--- src/rtl/cpu_pkg.sv ---
// Shared CPU types: byte-wide word, opcode enum and the
// immediate-form predicate used by fetch and decode.
package cpu_pkg;

    typedef logic [7:0] word;

    typedef enum logic [7:0] {
        NOP  = 8'h00,
        ADDI = 8'h01,
        WO   = 8'h02,
        ADD  = 8'h03,
        LDI  = 8'h04,
        JMP  = 8'h05
    } e_instr;

    function automatic logic has_imm(e_instr op);
        return (op == ADDI) || (op == LDI);
    endfunction

endpackage

--- src/rtl/instr_fetch_if.sv ---
// Fetch-unit bus: control inputs, ROM port and decode stage.
// master = fetch unit, slave = surrounding core / memory.
interface instr_fetch_if #(
    parameter int CNT_W = 16
);
    import cpu_pkg::*;

    logic             stall;
    logic             branch_en;
    word              branch_addr;
    word              mem_addr;
    e_instr           mem_instr;
    word              mem_imm;
    e_instr           dec_instr;
    word              dec_imm;
    word              dec_pc;
    logic             dec_valid;
    logic [CNT_W-1:0] fetch_cnt;

    modport master (
        input  stall, branch_en, branch_addr,
        input  mem_instr, mem_imm,
        output mem_addr,
        output dec_instr, dec_imm, dec_pc,
        output dec_valid, fetch_cnt
    );

    modport slave (
        output stall, branch_en, branch_addr,
        output mem_instr, mem_imm,
        input  mem_addr,
        input  dec_instr, dec_imm, dec_pc,
        input  dec_valid, fetch_cnt
    );

endinterface

--- src/rtl/instr_fetch.sv ---
// PC / fetch sequencer feeding a 1-cycle ROM and a registered
// decode stage; handles branch redirect, stall replay, counter.
module instr_fetch
    import cpu_pkg::*;
#(
    parameter word RESET_PC = 8'h00,
    parameter int  CNT_W    = 16
) (
    input logic           clk,
    input logic           rst,
    instr_fetch_if.master bus
);

    typedef enum logic {
        S_FILL,
        S_RUN
    } e_fetch_state;

    localparam logic [CNT_W-1:0] CNT_MAX = '1;

    e_fetch_state state, state_nxt;
    word          req_pc;
    word          next_pc;
    logic         capture;

    // Next address and action for the data now on mem_*
    always_comb begin
        state_nxt    = state;
        capture      = 1'b0;
        next_pc      = req_pc + (has_imm(bus.mem_instr) ? 8'd2 : 8'd1);
        bus.mem_addr = req_pc;
        if (rst) begin
            state_nxt    = S_FILL;
            bus.mem_addr = RESET_PC;
        end else begin
            unique case (state)
                S_FILL: begin
                    state_nxt    = S_RUN;
                    bus.mem_addr = RESET_PC;
                end
                S_RUN: begin
                    if (bus.branch_en) begin
                        bus.mem_addr = bus.branch_addr;
                    end else if (bus.stall) begin
                        bus.mem_addr = req_pc;
                    end else begin
                        capture      = 1'b1;
                        bus.mem_addr = next_pc;
                    end
                end
                default: bus.mem_addr = RESET_PC;
            endcase
        end
    end

    // State, PC tracking and decode-stage capture
    always_ff @(posedge clk) begin
        if (rst) begin
            state         <= S_FILL;
            req_pc        <= RESET_PC;
            bus.dec_valid <= 1'b0;
            bus.dec_instr <= NOP;
            bus.dec_imm   <= 8'h00;
            bus.dec_pc    <= 8'h00;
            bus.fetch_cnt <= '0;
        end else begin
            state  <= state_nxt;
            req_pc <= bus.mem_addr;
            if (state == S_RUN) begin
                if (bus.branch_en) begin
                    bus.dec_valid <= 1'b0;
                end else if (capture) begin
                    bus.dec_instr <= bus.mem_instr;
                    bus.dec_imm   <= has_imm(bus.mem_instr)
                                     ? bus.mem_imm : 8'h00;
                    bus.dec_pc    <= req_pc;
                    bus.dec_valid <= 1'b1;
                    if (bus.fetch_cnt != CNT_MAX)
                        bus.fetch_cnt <= bus.fetch_cnt + 1'b1;
                end
            end
        end
    end

endmodule

--- src/flat_wrapper.sv ---
// flat-port wrapper written by rule: the top's interface ports become plain ports
module instr_fetch_flat import cpu_pkg::*;
#(
    parameter word RESET_PC = 8'h00,
    parameter int  CNT_W    = 16
)
  (clk, rst, bus_stall, bus_branch_en, bus_branch_addr, bus_mem_instr, bus_mem_imm, bus_mem_addr, bus_dec_instr, bus_dec_imm, bus_dec_pc, bus_dec_valid, bus_fetch_cnt);
  instr_fetch_if #(.CNT_W(CNT_W)) bus_i ();
  input logic clk;
  input logic rst;
  input wire logic [$bits(bus_i.stall)-1:0] bus_stall;
  input wire logic [$bits(bus_i.branch_en)-1:0] bus_branch_en;
  input wire logic [$bits(bus_i.branch_addr)-1:0] bus_branch_addr;
  input wire logic [$bits(bus_i.mem_instr)-1:0] bus_mem_instr;
  input wire logic [$bits(bus_i.mem_imm)-1:0] bus_mem_imm;
  output wire logic [$bits(bus_i.mem_addr)-1:0] bus_mem_addr;
  output wire logic [$bits(bus_i.dec_instr)-1:0] bus_dec_instr;
  output wire logic [$bits(bus_i.dec_imm)-1:0] bus_dec_imm;
  output wire logic [$bits(bus_i.dec_pc)-1:0] bus_dec_pc;
  output wire logic [$bits(bus_i.dec_valid)-1:0] bus_dec_valid;
  output wire logic [$bits(bus_i.fetch_cnt)-1:0] bus_fetch_cnt;
  assign bus_i.stall = bus_stall;
  assign bus_i.branch_en = bus_branch_en;
  assign bus_i.branch_addr = bus_branch_addr;
  assign bus_i.mem_instr = bus_mem_instr;
  assign bus_i.mem_imm = bus_mem_imm;
  assign bus_mem_addr = bus_i.mem_addr;
  assign bus_dec_instr = bus_i.dec_instr;
  assign bus_dec_imm = bus_i.dec_imm;
  assign bus_dec_pc = bus_i.dec_pc;
  assign bus_dec_valid = bus_i.dec_valid;
  assign bus_fetch_cnt = bus_i.fetch_cnt;
  instr_fetch #(.RESET_PC(RESET_PC), .CNT_W(CNT_W)) u_core (.clk(clk), .rst(rst), .bus(bus_i));
endmodule
--- config.mk ---
export PLATFORM = sky130hd
export DESIGN_NAME = instr_fetch_flat
export DESIGN_NICKNAME = d
export VERILOG_FILES = /design/src/rtl/cpu_pkg.sv /design/src/rtl/instr_fetch_if.sv /design/src/rtl/instr_fetch.sv /design/src/flat_wrapper.sv
export SDC_FILE = /design/constraint.sdc
export NUM_CORES = 1
export LEC_CHECK = 0
export ABC_AREA = 1
export CAP_MARGIN = 30
export CORE_MARGIN = 2
export CORE_UTILIZATION = 50
export CTS_BUF_LIST = sky130_fd_sc_hd__clkbuf_16
export DETAILED_ROUTE_END_ITERATION = 16
export HOLD_SLACK_MARGIN = 0.15
export PLACE_DENSITY = 0.81
export SLEW_MARGIN = 5
export SYNTH_ARGS = -nofsm -noshare
export SYNTH_HDL_FRONTEND = slang
export SYNTH_SLANG_ARGS = --single-unit
--- constraint.sdc ---
create_clock -name clk -period 6.5 [get_ports clk]
set_clock_uncertainty 0.1 [all_clocks]
set_input_delay 1.625 -clock clk [delete_from_list [all_inputs] [get_ports clk]]
set_output_delay 1.625 -clock clk [all_outputs]
set_load 0.02 [all_outputs]
# Word-level counts from Yosys, hierarchy flattened
# Cells that the tools add are included.
[word_totals]
regBits = 50
inputBits = 28
out_inout_bits = 49
wordCells = 32
[op_classes]
n_addsub = 2
n_eq_ne = 3
mux = 13
bitwise = 2
reduce_logical = 5
[ops]
columns = ["op", "count"]
rows = [
  ["8-bit 2-to-1 mux", 4],
  ["16-bit by 1-bit adder with 16-bit output (second input constant)", 1],
  ["16-bit != test (second input constant)", 1],
  ["8-bit one-hot mux with 2 select lines", 1],
  ["8-bit adder", 1],
  ["8-bit by 1-bit equality test with 1-bit output (second input constant)", 1],
  ["8-bit by 3-bit equality test with 1-bit output (second input constant)", 1],
  ["1-bit 2-to-1 mux", 7],
  ["4-bit AND reduction", 1],
  ["3-bit AND reduction", 1],
  ["2-bit 2-to-1 mux", 1],
  ["1-bit inverter", 2],
  ["2-bit AND reduction", 1],
  ["2-bit nonzero test", 1],
  ["1-bit logical OR", 1],
]

# Depth between registers and ports, before layout
[depth]
depth_word = 8
depth_mapped = 16
depth_no_buf = 15

# Worst setup path after synthesis
# OpenSTA, ideal clock, no wires.
[synth_timing]
kind = "input -> output"
from = "in bus_mem_instr[0]"
to = "out bus_mem_addr[4]"
arrival_ps = 3580
t_required_ps = 4775
setup_slack_ps = 1195
stages = 14
n_path_buf = 1
path_cell_list = "o21ai_0 a21oi_1 and3_1 clkbuf_1 inv_1 ha_1 inv_1 fa_1 nor2_1 nand3_1 or2_0 nand3_1 o211ai_1 inv_1"
[synth_between]
elab_chain_cells = 8
word_cells_on_any_way = 9
cone_classes = "add/sub (1); eq/ne (2); mux (5); reduce/logical (1)"
[synth_rtl]
columns = ["element", "line", "text"]
rows = [
  ["from (decl)", "flat_wrapper.sv:14", "input wire logic [$bits(bus_i.mem_instr)-1:0] bus_mem_instr;"],
  ["8-bit by 1-bit equality test with 1-bit output or 8-bit by 3-bit equality test with 1-bit output (tied branches)", "cpu_pkg.sv:17", "return (op == ADDI) || (op == LDI);"],
  ["1-bit logical OR (*)", "cpu_pkg.sv:17", ""],
  ["2-bit 2-to-1 mux (*)", "instr_fetch.sv:30", "next_pc = req_pc + (has_imm(bus.mem_instr) ? 8'd2 : 8'd1);"],
  ["8-bit adder (*)", "instr_fetch.sv:30", ""],
  ["8-bit 2-to-1 mux (*)", "instr_fetch.sv:44", "end else if (bus.stall) begin"],
  ["8-bit 2-to-1 mux (*)", "instr_fetch.sv:42", "if (bus.branch_en) begin"],
  ["8-bit one-hot mux with 2 select lines (*)", "instr_fetch.sv:36", "unique case (state)"],
  ["8-bit 2-to-1 mux (*)", "instr_fetch.sv:32", "if (rst) begin"],
  ["to (decl)", "flat_wrapper.sv:16", "output wire logic [$bits(bus_i.mem_addr)-1:0] bus_mem_addr;"],
]
# Every way passes the cells marked *; elsewhere a longest branch is shown, timed or not.

# Worst setup path in the final report
[layout_timing]
from = "in bus_mem_instr[7]"
to = "out bus_mem_addr[1]"
# The elaborated chain is that of the path after synthesis.

==> results.yml <==
timing:
  period_share: 0.929
  finalMaxSlewViolations: 0
  slew_headroom: 0.545
  fmax_mhz: 166
  fin_crit_ns: 6.04
  finalHoldViolations: 0
  final-setup-viol-count: 0
  tns_ns: 0
  rsz0062_at_grt: "no"
  tightestPinTransition_ns: 0.680
floorplanning:
  die_h_um: 74.7
  dieArea_sq_um: 5580
  row_count: 25
  fp.dieW_um: 74.7
  core_sq_um: 4790
  start_util: 0.523
  ios: 77
critical_path:
  cp-end-kind: "output port"
  regToRegSetupSlack_ns: 4.26
  crit_required_ns: 4.78
  r2r_end: "u_core.bus.fetch_cnt[12]"
  cp_max_fo: 2
  path_class: "in2out"
  arrival_ns: 4.31
  regToRegStartpoint: "u_core.state"
  reg2reg_depth: 6
  critPathLaunchType: "primary input"
drt:
  first_iter_violations: 171
  vias_per_cell: 4.91
  dr.pass1.iters: 4
  ant_nets: 0
  wirelength_um: 5910
  wl_per_cell_um: 12.1
  route.detailed.drc: 0
  vias: 2390
yosys:
  synth.most_common_cell: "nand2_1"
  synth-edff-count: 0
  syn_area_sq_um: 2500
  yosysWarnings: 0
  synth_top_area_cell: "dfxtp_1"
  synthTopCellsByCount: "72 x nand2_1, 55 x nor2_1, 50 x dfxtp_1, 37 x inv_1, 28 x o21ai_0"
  synth.avg_cell_area_sq_um: 7.23
  ys_top_cells_by_area: "dfxtp_1 40%, nand2_1 11%, nor2_1 8.3%"
  ys_ff_latch: 50
  synth_top_area_share: 0.400
  synth_cells: 346
  ys.flop_type: "dfxtp_1"
  synth-seq-area-share: 0.400
  synth-async-reset-ratio: 0
  synthesis.nets: 378
  yosys.cell_types.count: 30
power:
  cellLeakagePower_nw: 1.52
  pwr-share-clk: 0.401
  netSwitchingFraction: 0.240
  power.share.sequential: 0.494
  vdd_drop_max_mv: 0.148
  p_int_w: 0.000489
  p_comb_frac: 0.105
  total_power_w: 0.000643
  cellPowerDensity_nw_per_um2: 186
  power.switching_w: 0.000154
clock_network:
  hold_buffers: 0
  ctsLongestPathBuffers: 2
  root_buffer: "clkbuf_16"
  cts.sinks: 50
  post_cts_buffers: 0
  clkSlewWorstSetupHoldPaths_ns: 0.07
  numCtsBuffers: 5
  post_cts_resized: 0
  clock_latency_ns: 0.29
  tritoncts: "yes"
  cts_max_level: 2
cells_and_area:
  finalNetCount: 451
  layout-drive-gt1-share: 0.0881
  n_fill_cell: 366
  seq_area_sq_um: 1000
  num_antenna_cells: 0
  multi_input_area_sq_um: 1280
  syn2layout_area_growth_pct: 38.1
  instances_no_fill: 487
global_route:
  grt_max_degree: 33
  grt_pass1_vias: 2135
  grtUsageTotal: 0.222
  grt_overflow: 0
  antenna_found_initial: 0
  grt_pass1_wl_um: 9600
hold_path:
  min_to: "u_core.bus.dec_imm[1]"
  holdCritPathClass: "reg2reg"
  holdPathStages: 2
  hold_start: "u_core.bus.dec_imm[1]"
run:
  drv_cap: 0
placement:
  hpwl_um: 4160
  place_inst: 479
  place.gp.congestion: 0.875
  io_buffers: 76
status:
  status: "finished clean"
## state kept, by name (all words and copies together), names as in the netlist
signal,count
u_core.bus.dec_pc,8
u_core.req_pc,8
u_core.bus.dec_valid,1
u_core.bus.fetch_cnt,16
u_core.state,1
u_core.bus.dec_instr,8
u_core.bus.dec_imm,8
## worst max-delay path by stage
stage | from | endpoint | cells past startpoint
floorplan | bus_mem_instr[0] | bus_mem_addr[4] | 14
global placement | bus_mem_instr[0] | bus_mem_addr[4] | 15
detailed placement | bus_mem_instr[0] | bus_mem_addr[4] | 15
CTS | bus_mem_instr[0] | bus_mem_addr[4] | 15
global route | bus_mem_instr[7] | bus_mem_addr[1] | 13
finish | bus_mem_instr[7] | bus_mem_addr[1] | 13
## metal layers
| layer | vias up | global-route usage | part of all wire |
|---|---|---|---|
| met1 | 1061 | 0.273 | 0.44 |
| met4 | 0 | 0.0833 | 0.020 |
| li1 | 1251 | - | - |
| met3 | 8 | 0.0710 | 0.064 |
| met2 | 70 | 0.365 | 0.48 |
| met5 | - | 0 | 0 |
## layout by cell type (no fill, tap or decap)
cell	Yosys	layout
a21o_1	1	1
xor2_1	4	4
and3_1	1	1
nor3_1	4	4
o211ai_1	6	6
o21ai_4	1	1
nand2_2	3	3
or2_0	1	1
nor2_2	2	2
nor2_4	3	3
nand3_1	27	27
clkinv_2	0	1
nand2_1	72	72
dfxtp_1	50	50
o21ai_0	28	28
a21oi_2	10	10
xnor2_1	4	4
nor2_8	2	2
clkbuf_16	0	5
dlymetal6s2s_1	0	2
ha_1	3	3
nand3_4	2	2
inv_2	3	3
clkdlybuf4s50_1	0	74
fa_1	1	1
nand4_1	6	6
buf_4	2	3
nand3b_1	1	1
clkinv_4	0	1
inv_1	37	37
clkinvlp_4	0	1
nor2_1	55	55
a21oi_1	6	6
## layout make-up
type,instances,area share
Inverter,40,0.0435
Clock inverter,3,0.00616
Tap cell,67,0.0243
Timing Repair Buffer,79,0.228
Clock buffer,5,0.0362
Sequential cell,50,0.290
Multi-Input combinational cell,243,0.372
## worst max-delay path, cell delays in order
cell and delay (ns):
clkdlybuf4s50_1 0.43, nor2_1 0.10, o21ai_0 0.08, a21oi_1 0.10, and3_1 0.21, inv_1 0.09, ha_1 0.20, inv_1 0.07
fa_1 0.42, o211ai_1 0.18, o211ai_1 0.13, inv_1 0.07, clkdlybuf4s50_1 0.59
## power by group through the flow
stage	Sequential (W)	Clock [W]	Combinational, W
3_3_place_gp	0.000324	0	0.0000669
3_5_place_dp	0.000324	0	0.0000674
2_1_floorplan	0.000329	0	0.0000268
6_report	0.000318	0.000258	0.0000675
5_1_grt	0.000318	0.000273	0.0000736
4_1_cts	0.000318	0.000260	0.0000680
## logic make-up (layout without fill, tap and decap cells)
logic type / count (synthesis) / in the layout / synth area share
buf+inv: 53 / 127 / 0.0865
simple gates: 179 / 179 / 0.332
compound gates: 52 / 52 / 0.131
flops: 50 / 50 / 0.400
xor+xnor: 8 / 8 / 0.0280
fa+ha+maj: 4 / 4 / 0.0230
## through the flow
| step | area (sq um) | util | hold WS (ns) | worst slack [ns] |
|---|---|---|---|---|
| 3_3_place_gp | 3300 | 0.690 | 0.358 | 0.301 |
| 4_1_cts | 3450 | 0.721 | 0.373 | 0.195 |
| 5_1_grt | 3450 | 0.722 | 0.395 | 0.273 |
| 2_1_floorplan | 2500 | - | 0.361 | 1.19 |
| 3_5_place_dp | 3300 | 0.690 | 0.362 | 0.224 |
| 6_report | 3450 | 0.722 | 0.369 | 0.463 |
(Power assumes the default switching activity.)
